`config.mk`:
```
export PLATFORM = sky130hd
export DESIGN_NAME = sevseg_scan_ctrl
export DESIGN_NICKNAME = d
export VERILOG_FILES = /design/src/rtl/sevseg_pkg.sv /design/src/rtl/sevseg_slot_timer.sv /design/src/rtl/sevseg_scan_ctrl.sv
export SDC_FILE = /design/constraint.sdc
export NUM_CORES = 1
export LEC_CHECK = 0
export BUFFER_PORTS_ARGS = -buffer_cell sky130_fd_sc_hd__buf_2
export CORE_MARGIN = 4
export CORE_UTILIZATION = 40
export DETAILED_ROUTE_END_ITERATION = 8
export GPL_ROUTABILITY_DRIVEN = 0
export PLACE_DENSITY_LB_ADDON = 0.05
export SLEW_MARGIN = 5
export SYNTH_ARGS = -nofsm -noshare
export SYNTH_HDL_FRONTEND = slang
export SYNTH_SLANG_ARGS = --single-unit
export TNS_END_PERCENT = 100
```
`constraint.sdc`:
```
create_clock -name clk -period 4.1 [get_ports clk]
set_input_delay 0.82 -clock clk [delete_from_list [all_inputs] [get_ports clk]]
set_output_delay 0.82 -clock clk [all_outputs]
set_load 0.005 [all_outputs]
```
`src/rtl/sevseg_pkg.sv`:
```
// Shared constants, types and width helper for the seven-segment scan controller.
package sevseg_pkg;

    // Bit positions inside one digit's segment byte
    localparam int unsigned SEG_A  = 0;
    localparam int unsigned SEG_B  = 1;
    localparam int unsigned SEG_C  = 2;
    localparam int unsigned SEG_D  = 3;
    localparam int unsigned SEG_E  = 4;
    localparam int unsigned SEG_F  = 5;
    localparam int unsigned SEG_G  = 6;
    localparam int unsigned SEG_DP = 7;

    typedef logic [7:0] seg_t;

    // Logical pattern for a dark digit (1 = lit, before polarity is applied)
    localparam seg_t SEG_BLANK = 8'h00;

    // Counter width for a 0..n-1 range, never narrower than one bit
    function automatic int unsigned cw(input int unsigned n);
        return (n < 32'd2) ? 32'd1 : 32'($clog2(n));
    endfunction

endpackage

```
`src/rtl/sevseg_slot_timer.sv`:
```
// Slot timer: counts cycles inside a digit slot and steps the digit index.
module sevseg_slot_timer
    import sevseg_pkg::*;
#(
    parameter int unsigned PERIOD = 50000,
    parameter int unsigned DIGITS = 4,
    parameter int unsigned CNT_W  = cw(PERIOD),
    parameter int unsigned IDX_W  = cw(DIGITS)
) (
    input  logic             clk,
    input  logic             rst,
    output logic [CNT_W-1:0] slot_cnt,
    output logic [IDX_W-1:0] digit_idx,
    output logic             slot_last,
    output logic             frame_last
);

    logic [CNT_W-1:0] slot_cnt_q, slot_cnt_d;
    logic [IDX_W-1:0] digit_idx_q, digit_idx_d;

    assign slot_last  = (slot_cnt_q == CNT_W'(PERIOD - 1));
    assign frame_last = slot_last && (digit_idx_q == IDX_W'(DIGITS - 1));
    assign slot_cnt   = slot_cnt_q;
    assign digit_idx  = digit_idx_q;

    // Next-state: wrap the slot counter, advance the digit on the last slot cycle
    always_comb begin
        slot_cnt_d  = slot_cnt_q + CNT_W'(1);
        digit_idx_d = digit_idx_q;
        if (slot_last) begin
            slot_cnt_d  = '0;
            digit_idx_d = (digit_idx_q == IDX_W'(DIGITS - 1)) ? '0 : digit_idx_q + IDX_W'(1);
        end
    end

    // Counter registers
    always_ff @(posedge clk or posedge rst) begin
        if (rst) begin
            slot_cnt_q  <= '0;
            digit_idx_q <= '0;
        end else begin
            slot_cnt_q  <= slot_cnt_d;
            digit_idx_q <= digit_idx_d;
        end
    end

endmodule

```
`src/rtl/sevseg_scan_ctrl.sv`:
```
// Multiplexed seven-segment driver: double-buffered data, PWM dimming, dead time.
module sevseg_scan_ctrl
    import sevseg_pkg::*;
#(
    parameter int unsigned DIGITS         = 4,
    parameter int unsigned SEG_W          = 8,
    parameter int unsigned PERIOD         = 50000,
    parameter int unsigned DEAD           = 16,
    parameter int unsigned BRIGHT_W       = 4,
    parameter bit          EN_ACTIVE_LOW  = 1'b1,
    parameter bit          SEG_ACTIVE_LOW = 1'b1
) (
    input  logic                    clk,
    input  logic                    rst,
    input  logic [DIGITS*SEG_W-1:0] seg_data,
    input  logic [DIGITS-1:0]       blank_mask,
    input  logic [BRIGHT_W-1:0]     brightness,
    input  logic                    load,
    output logic [DIGITS-1:0]       sevseg_en,
    output logic [SEG_W-1:0]        sevseg_out,
    output logic                    frame_done,
    output logic                    pending
);

    localparam int unsigned CNT_W = cw(PERIOD);
    localparam int unsigned IDX_W = cw(DIGITS);

    // XOR masks turning logical (1 = active) values into pin levels
    localparam logic [DIGITS-1:0] EN_OFF  = {DIGITS{EN_ACTIVE_LOW}};
    localparam logic [SEG_W-1:0]  SEG_OFF = {SEG_W{SEG_ACTIVE_LOW}};

    logic [CNT_W-1:0] slot_cnt;
    logic [IDX_W-1:0] digit_idx;
    logic             slot_last;
    logic             frame_last;

    sevseg_slot_timer #(
        .PERIOD (PERIOD),
        .DIGITS (DIGITS)
    ) u_timer (
        .clk        (clk),
        .rst        (rst),
        .slot_cnt   (slot_cnt),
        .digit_idx  (digit_idx),
        .slot_last  (slot_last),
        .frame_last (frame_last)
    );

    logic [DIGITS-1:0][SEG_W-1:0] act_seg_q, act_seg_d;
    logic [DIGITS-1:0][SEG_W-1:0] pend_seg_q, pend_seg_d;
    logic [DIGITS-1:0]            act_blank_q, act_blank_d;
    logic [DIGITS-1:0]            pend_blank_q, pend_blank_d;
    logic                         pending_q, pending_d;
    logic [BRIGHT_W-1:0]          bright_q, bright_d;
    logic [DIGITS-1:0]            en_q, en_d;
    logic [SEG_W-1:0]             out_q, out_d;
    logic                         frame_edge_q, frame_edge_d;
    logic                         frame_done_q, frame_done_d;

    logic [BRIGHT_W-1:0]          phase;
    logic                         pwm_on;
    logic                         lit;

    // Double buffer: loads fill pending; the swap happens only at the frame boundary
    always_comb begin
        act_seg_d    = act_seg_q;
        act_blank_d  = act_blank_q;
        pend_seg_d   = pend_seg_q;
        pend_blank_d = pend_blank_q;
        pending_d    = pending_q;
        if (load) begin
            pend_seg_d   = seg_data;
            pend_blank_d = blank_mask;
            pending_d    = 1'b1;
        end
        if (frame_last) begin
            if (load) begin
                act_seg_d   = seg_data;
                act_blank_d = blank_mask;
                pending_d   = 1'b0;
            end else if (pending_q) begin
                act_seg_d   = pend_seg_q;
                act_blank_d = pend_blank_q;
                pending_d   = 1'b0;
            end
        end
    end

    // Lit decision and registered pin drive; brightness changes only between slots
    always_comb begin
        bright_d = slot_last ? brightness : bright_q;
        phase    = BRIGHT_W'(32'(slot_cnt) - DEAD);
        pwm_on   = (phase < bright_q) || (bright_q == '1);
        lit      = (32'(slot_cnt) >= DEAD) && !act_blank_q[digit_idx] && pwm_on;
        en_d     = EN_OFF;
        out_d    = SEG_OFF;
        if (lit) begin
            en_d  = (DIGITS'(1) << digit_idx) ^ EN_OFF;
            out_d = act_seg_q[digit_idx] ^ SEG_OFF;
        end else begin
            out_d = SEG_W'(SEG_BLANK) ^ SEG_OFF;
        end
        // Two stages so the pulse lines up with digit 0's first output cycle
        frame_edge_d = frame_last;
        frame_done_d = frame_edge_q;
    end

    // State and output registers
    always_ff @(posedge clk or posedge rst) begin
        if (rst) begin
            act_seg_q    <= '0;
            act_blank_q  <= '0;
            pend_seg_q   <= '0;
            pend_blank_q <= '0;
            pending_q    <= 1'b0;
            bright_q     <= '1;
            en_q         <= EN_OFF;
            out_q        <= SEG_OFF;
            frame_edge_q <= 1'b0;
            frame_done_q <= 1'b0;
        end else begin
            act_seg_q    <= act_seg_d;
            act_blank_q  <= act_blank_d;
            pend_seg_q   <= pend_seg_d;
            pend_blank_q <= pend_blank_d;
            pending_q    <= pending_d;
            bright_q     <= bright_d;
            en_q         <= en_d;
            out_q        <= out_d;
            frame_edge_q <= frame_edge_d;
            frame_done_q <= frame_done_d;
        end
    end

    assign sevseg_en  = en_q;
    assign sevseg_out = out_q;
    assign frame_done = frame_done_q;
    assign pending    = pending_q;

endmodule

```
==> results summary <==
The run finished with clean final reports. The cell count after synthesis came out at 318. The worst ir drop on vdd came out at about 0.28 mV. The post-synthesis cell area came out at 0.00466 mm2. The synthesis warning total is 0. The synthesis-to-layout area growth is 14.9%.

Detailed routing inserted a total of roughly 2600 vias. The initial core utilization came out at 40.8%. Derived from the worst setup path, the maximum achievable clock frequency is 384 MHz. Setup violations remaining at the end of the flow were counted as 0. The net switching fraction of the power came out at 21.6%.

The average instance area after synthesis came out at 14.7 um2. The number of levels the H-tree was split into came out at 3. The first-pass GRT wire length is about 14 mm. The maximum fanout along the worst path came out at 36. No sink is reached through more buffers than the 2 on the longest clock path.

The share of post-route cells with drive strength above 1 is 46.1%. Summing all multi-input logic gate instances after layout gives 0.00179 mm2. The length of the first detailed-routing pass in iterations is 4. The finished layout cell area is 0.00535 mm2. Registers are responsible for 54.6% of the overall power. The internal power came out at 1.61 mW. The static leakage came out at 2.54 nW. The data required time of the critical path came out at 4.33 ns. The row count came out at 39.

In this run the critical register-to-register path is captured at act_seg_q[8]$_DFFE_PP0P_. The most used flip-flop cell after synthesis is sky130_fd_sc_hd__dfrtp_1. The post-layout total power came out at between 2 and 2.5 mW.

The post-route fraction of the period consumed by the critical path is 63.6%. The critical path in this run is classified as flop to flop. The net count after synthesis is 370. The final hold violation count came out at 0. The HPWL after detailed placement is between 5 and 6 mm.

The cell sitting at the root of the clock tree is a sky130_fd_sc_hd__clkbuf_16. The fraction of power consumed by combinational cells is under 10%. The startpoint of the worst register-to-register path is u_timer.slot_cnt[10]$_DFF_PP0_. Setup repair after global routing left no endpoint under its margin. The data arrival time at the worst-slack endpoint came out at about 2.8 ns.

Yosys mapped the design onto 31 distinct sky130hd cell types. After detailed placement, the total cell area comes to between 0.005 and 0.006 mm2. The diode insertion count for antenna repair came out at 0. In the global route stage, overall resource usage came out at 14.1%. The tightest hold path in the finished design has a slack of 0.353 ns.

STA classifies the critical path startpoint as a flop. The total overflow left after global routing is 0. The setup slack of the most critical reg-to-reg path is 1.49 ns.

The remaining number of nets flagged by the antenna check after routing is 0. The clock slew at the register clock pins of the worst setup and hold paths came out at 0.07 ns. The top cell type by area accounts for between 40% and 50% of the synthesized area.

By count the netlist is led by sky130_fd_sc_hd__dfrtp_1 (93), sky130_fd_sc_hd__mux2_2 (42), sky130_fd_sc_hd__mux2_4 (30). The DRC violations left came out at 0. The path class of the tightest hold or removal check is flop to flop. The path depth of the worst reg2reg path is 5. At the end of the flow, the number of nets in the layout was 427. The sequential cell area fraction in the yosys report came out at 59.0%. The TritonCTS clock tree is built. The number of max-slew violations in the final report came out at 0. The maximum clock skew at final layout is 0.00752 ns. At the pin with the least slew margin, the transition time is 1.23 ns. The flip-flop and latch count after synthesis came out at 109.

For this design, the CTS-stage hold fixing added 0 buffers. The die is 116 um wide. The capturing element type of the critical path is a flop. The net switching power of the design is approximately 440 uW. The pin count of the biggest net entering global routing is 65. The post-placement cell count is 507. The count of buffers inserted at the top-level ports came out at 56.

After synthesis, the share of flip-flops with an asynchronous set or reset is between 90% and 100%. The clock share of power came out at between 40% and 50%. The sequential cells in the finished layout cover a total of 0.00275 mm2.

The TritonCTS sink count came out at ~110. The routed wire length is 8.67 mm. The normalized max-slew margin came out at between 15 and 20%. The end point of the critical path is act_seg_q[8]$_DFFE_PP0P_. The I/O pin count came out at 57. The CTS buffer count is 9. The number of antenna violations at the first check in global routing came to 0.

The clock latency of the later-clocked register in the worst-skew pair is 0.35 ns. Dividing the detail-routed wire length by the instance count gives 16.6 um. The die height came out at approximately 120 um.

The full die area is 0.0134 mm2. Once the clock tree was built, the resizer swapped 0 gates to a different size. The shortest clock period the worst path allows after layout came out at 2.61 ns. The count of non-filler cells in the finished layout is 523. In the post-synthesis netlist, the biggest area contributors are sky130_fd_sc_hd__dfrtp_1 (50%), sky130_fd_sc_hd__mux2_2 (10%), sky130_fd_sc_hd__mux2_4 (9.7%).

The number of fillers in the final layout is about 1100. The number of global-route vias before repair is roughly 2800. The max-cap violation count is 0. The total area inside the core boundary comes to 0.0114 mm2. The post-CTS setup buffer count came out at 0. Summed over all failing endpoints, the final setup total negative slack is 0 ns. The via-per-instance ratio is 5.04.

The largest total area in the synthesized netlist belongs to sky130_fd_sc_hd__dfrtp_1. The detailed router's first-iteration violation count is 121. The synthesized design contains 0 enable-type register cells.

The most critical setup path has its startpoint at u_timer.slot_cnt[10]$_DFF_PP0_. Among all cell types in the netlist, the one instantiated most often is sky130_fd_sc_hd__dfrtp_1. In this run the power density over the cells is roughly 380 mW/mm2.
==> critical path, stage by stage, from the launching register on <==
cell                       delay (ns)
sky130_fd_sc_hd__dfrtp_1         0.41
sky130_fd_sc_hd__nor3_1          0.48
sky130_fd_sc_hd__and4_1          0.71
sky130_fd_sc_hd__nand3b_1        0.13
sky130_fd_sc_hd__buf_4           0.35
sky130_fd_sc_hd__mux2_4          0.37
==> layout by cell type (no fill, tap or decap), drive strengths merged <==
cell,n
and4,3
nand2,15
mux2,72
o21ai,8
dfrtp,93
xnor2,7
buf,60
clkinv,3
nor3,5
dfstp,16
and3,1
o211ai,1
nor3b,1
nand3,17
xor2,6
mux4,9
or3,2
nor2,11
a21oi,2
ha,9
and4b,1
inv,12
nor4,8
nand3b,1
clkbuf,11
and2,1
nand4,5
==> routing by layer <==
| metal | wire length [um] | track usage (%) | vias up |
|---|---|---|---|
| met1 | 4160 | 20.1 | 1319 |
| met5 | 0 | 0 | - |
| met2 | 3850 | 20.3 | 65 |
| li1 | - | - | 1237 |
| met3 | 462 | 3.97 | 16 |
| met4 | 189 | 5.96 | 0 |
==> logic make-up (layout without fill, tap and decap cells) <==
group	count (synthesis)	count (layout)	synth area share, %
mux	81	81	24.2
simple gates	71	71	8.16
compound gates	11	11	1.24
buf+inv	24	86	2.60
xor+xnor	13	13	2.44
flops	109	109	59.0
fa+ha+maj	9	9	2.42
==> area by class of cell <==
cell class / count / share of cell area, %
Multi-Input combinational cell: 185 / 33.5
Clock buffer: 11 / 4.72
Timing Repair Buffer: 60 / 5.80
Tap cell: 143 / 3.34
Sequential cell: 109 / 51.3
Inverter: 10 / 0.748
Clock inverter: 5 / 0.608
==> worst min-delay path by stage <==
stage	start	endpoint	slack (ns)	cells after the start
floorplan	frame_done_d$_DFF_PP0_	frame_done$_DFF_PP0_	0.33	0
global placement	frame_done_d$_DFF_PP0_	frame_done$_DFF_PP0_	0.33	0
detailed placement	frame_done_d$_DFF_PP0_	frame_done$_DFF_PP0_	0.34	0
CTS	frame_done_d$_DFF_PP0_	frame_done$_DFF_PP0_	0.36	0
global route	frame_done_d$_DFF_PP0_	frame_done$_DFF_PP0_	0.37	0
finish	frame_done_d$_DFF_PP0_	frame_done$_DFF_PP0_	0.35	0
==> power by group through the flow <==
stage,Sequential (mW),Combinational [mW],Clock (mW)
3_3_place_gp,1.14,0.106,0
6_report,1.12,0.102,0.829
3_5_place_dp,1.14,0.107,0
2_1_floorplan,1.14,0.0669,0
5_1_grt,1.12,0.116,0.915
4_1_cts,1.12,0.107,0.863
==> through the flow <==
stage	setup WS [ns]	util [%]
floorplan	0.433	-
global placement	1.55	44.4
detailed placement	1.52	44.4
CTS	1.48	46.9
global route	1.31	46.9
finish	1.49	46.9
==> registers in the layout, indices dropped and copies added (netlist names), 2 cells and up <==
signal / cells
act_blank_q: 4
act_seg_q: 32
bright_q: 4
pend_blank_q: 4
pend_seg_q: 32
sevseg_en: 4
sevseg_out: 8
u_timer.digit_idx: 2
u_timer.slot_cnt: 16
Note: power is estimated with default switching activity, not from simulation.
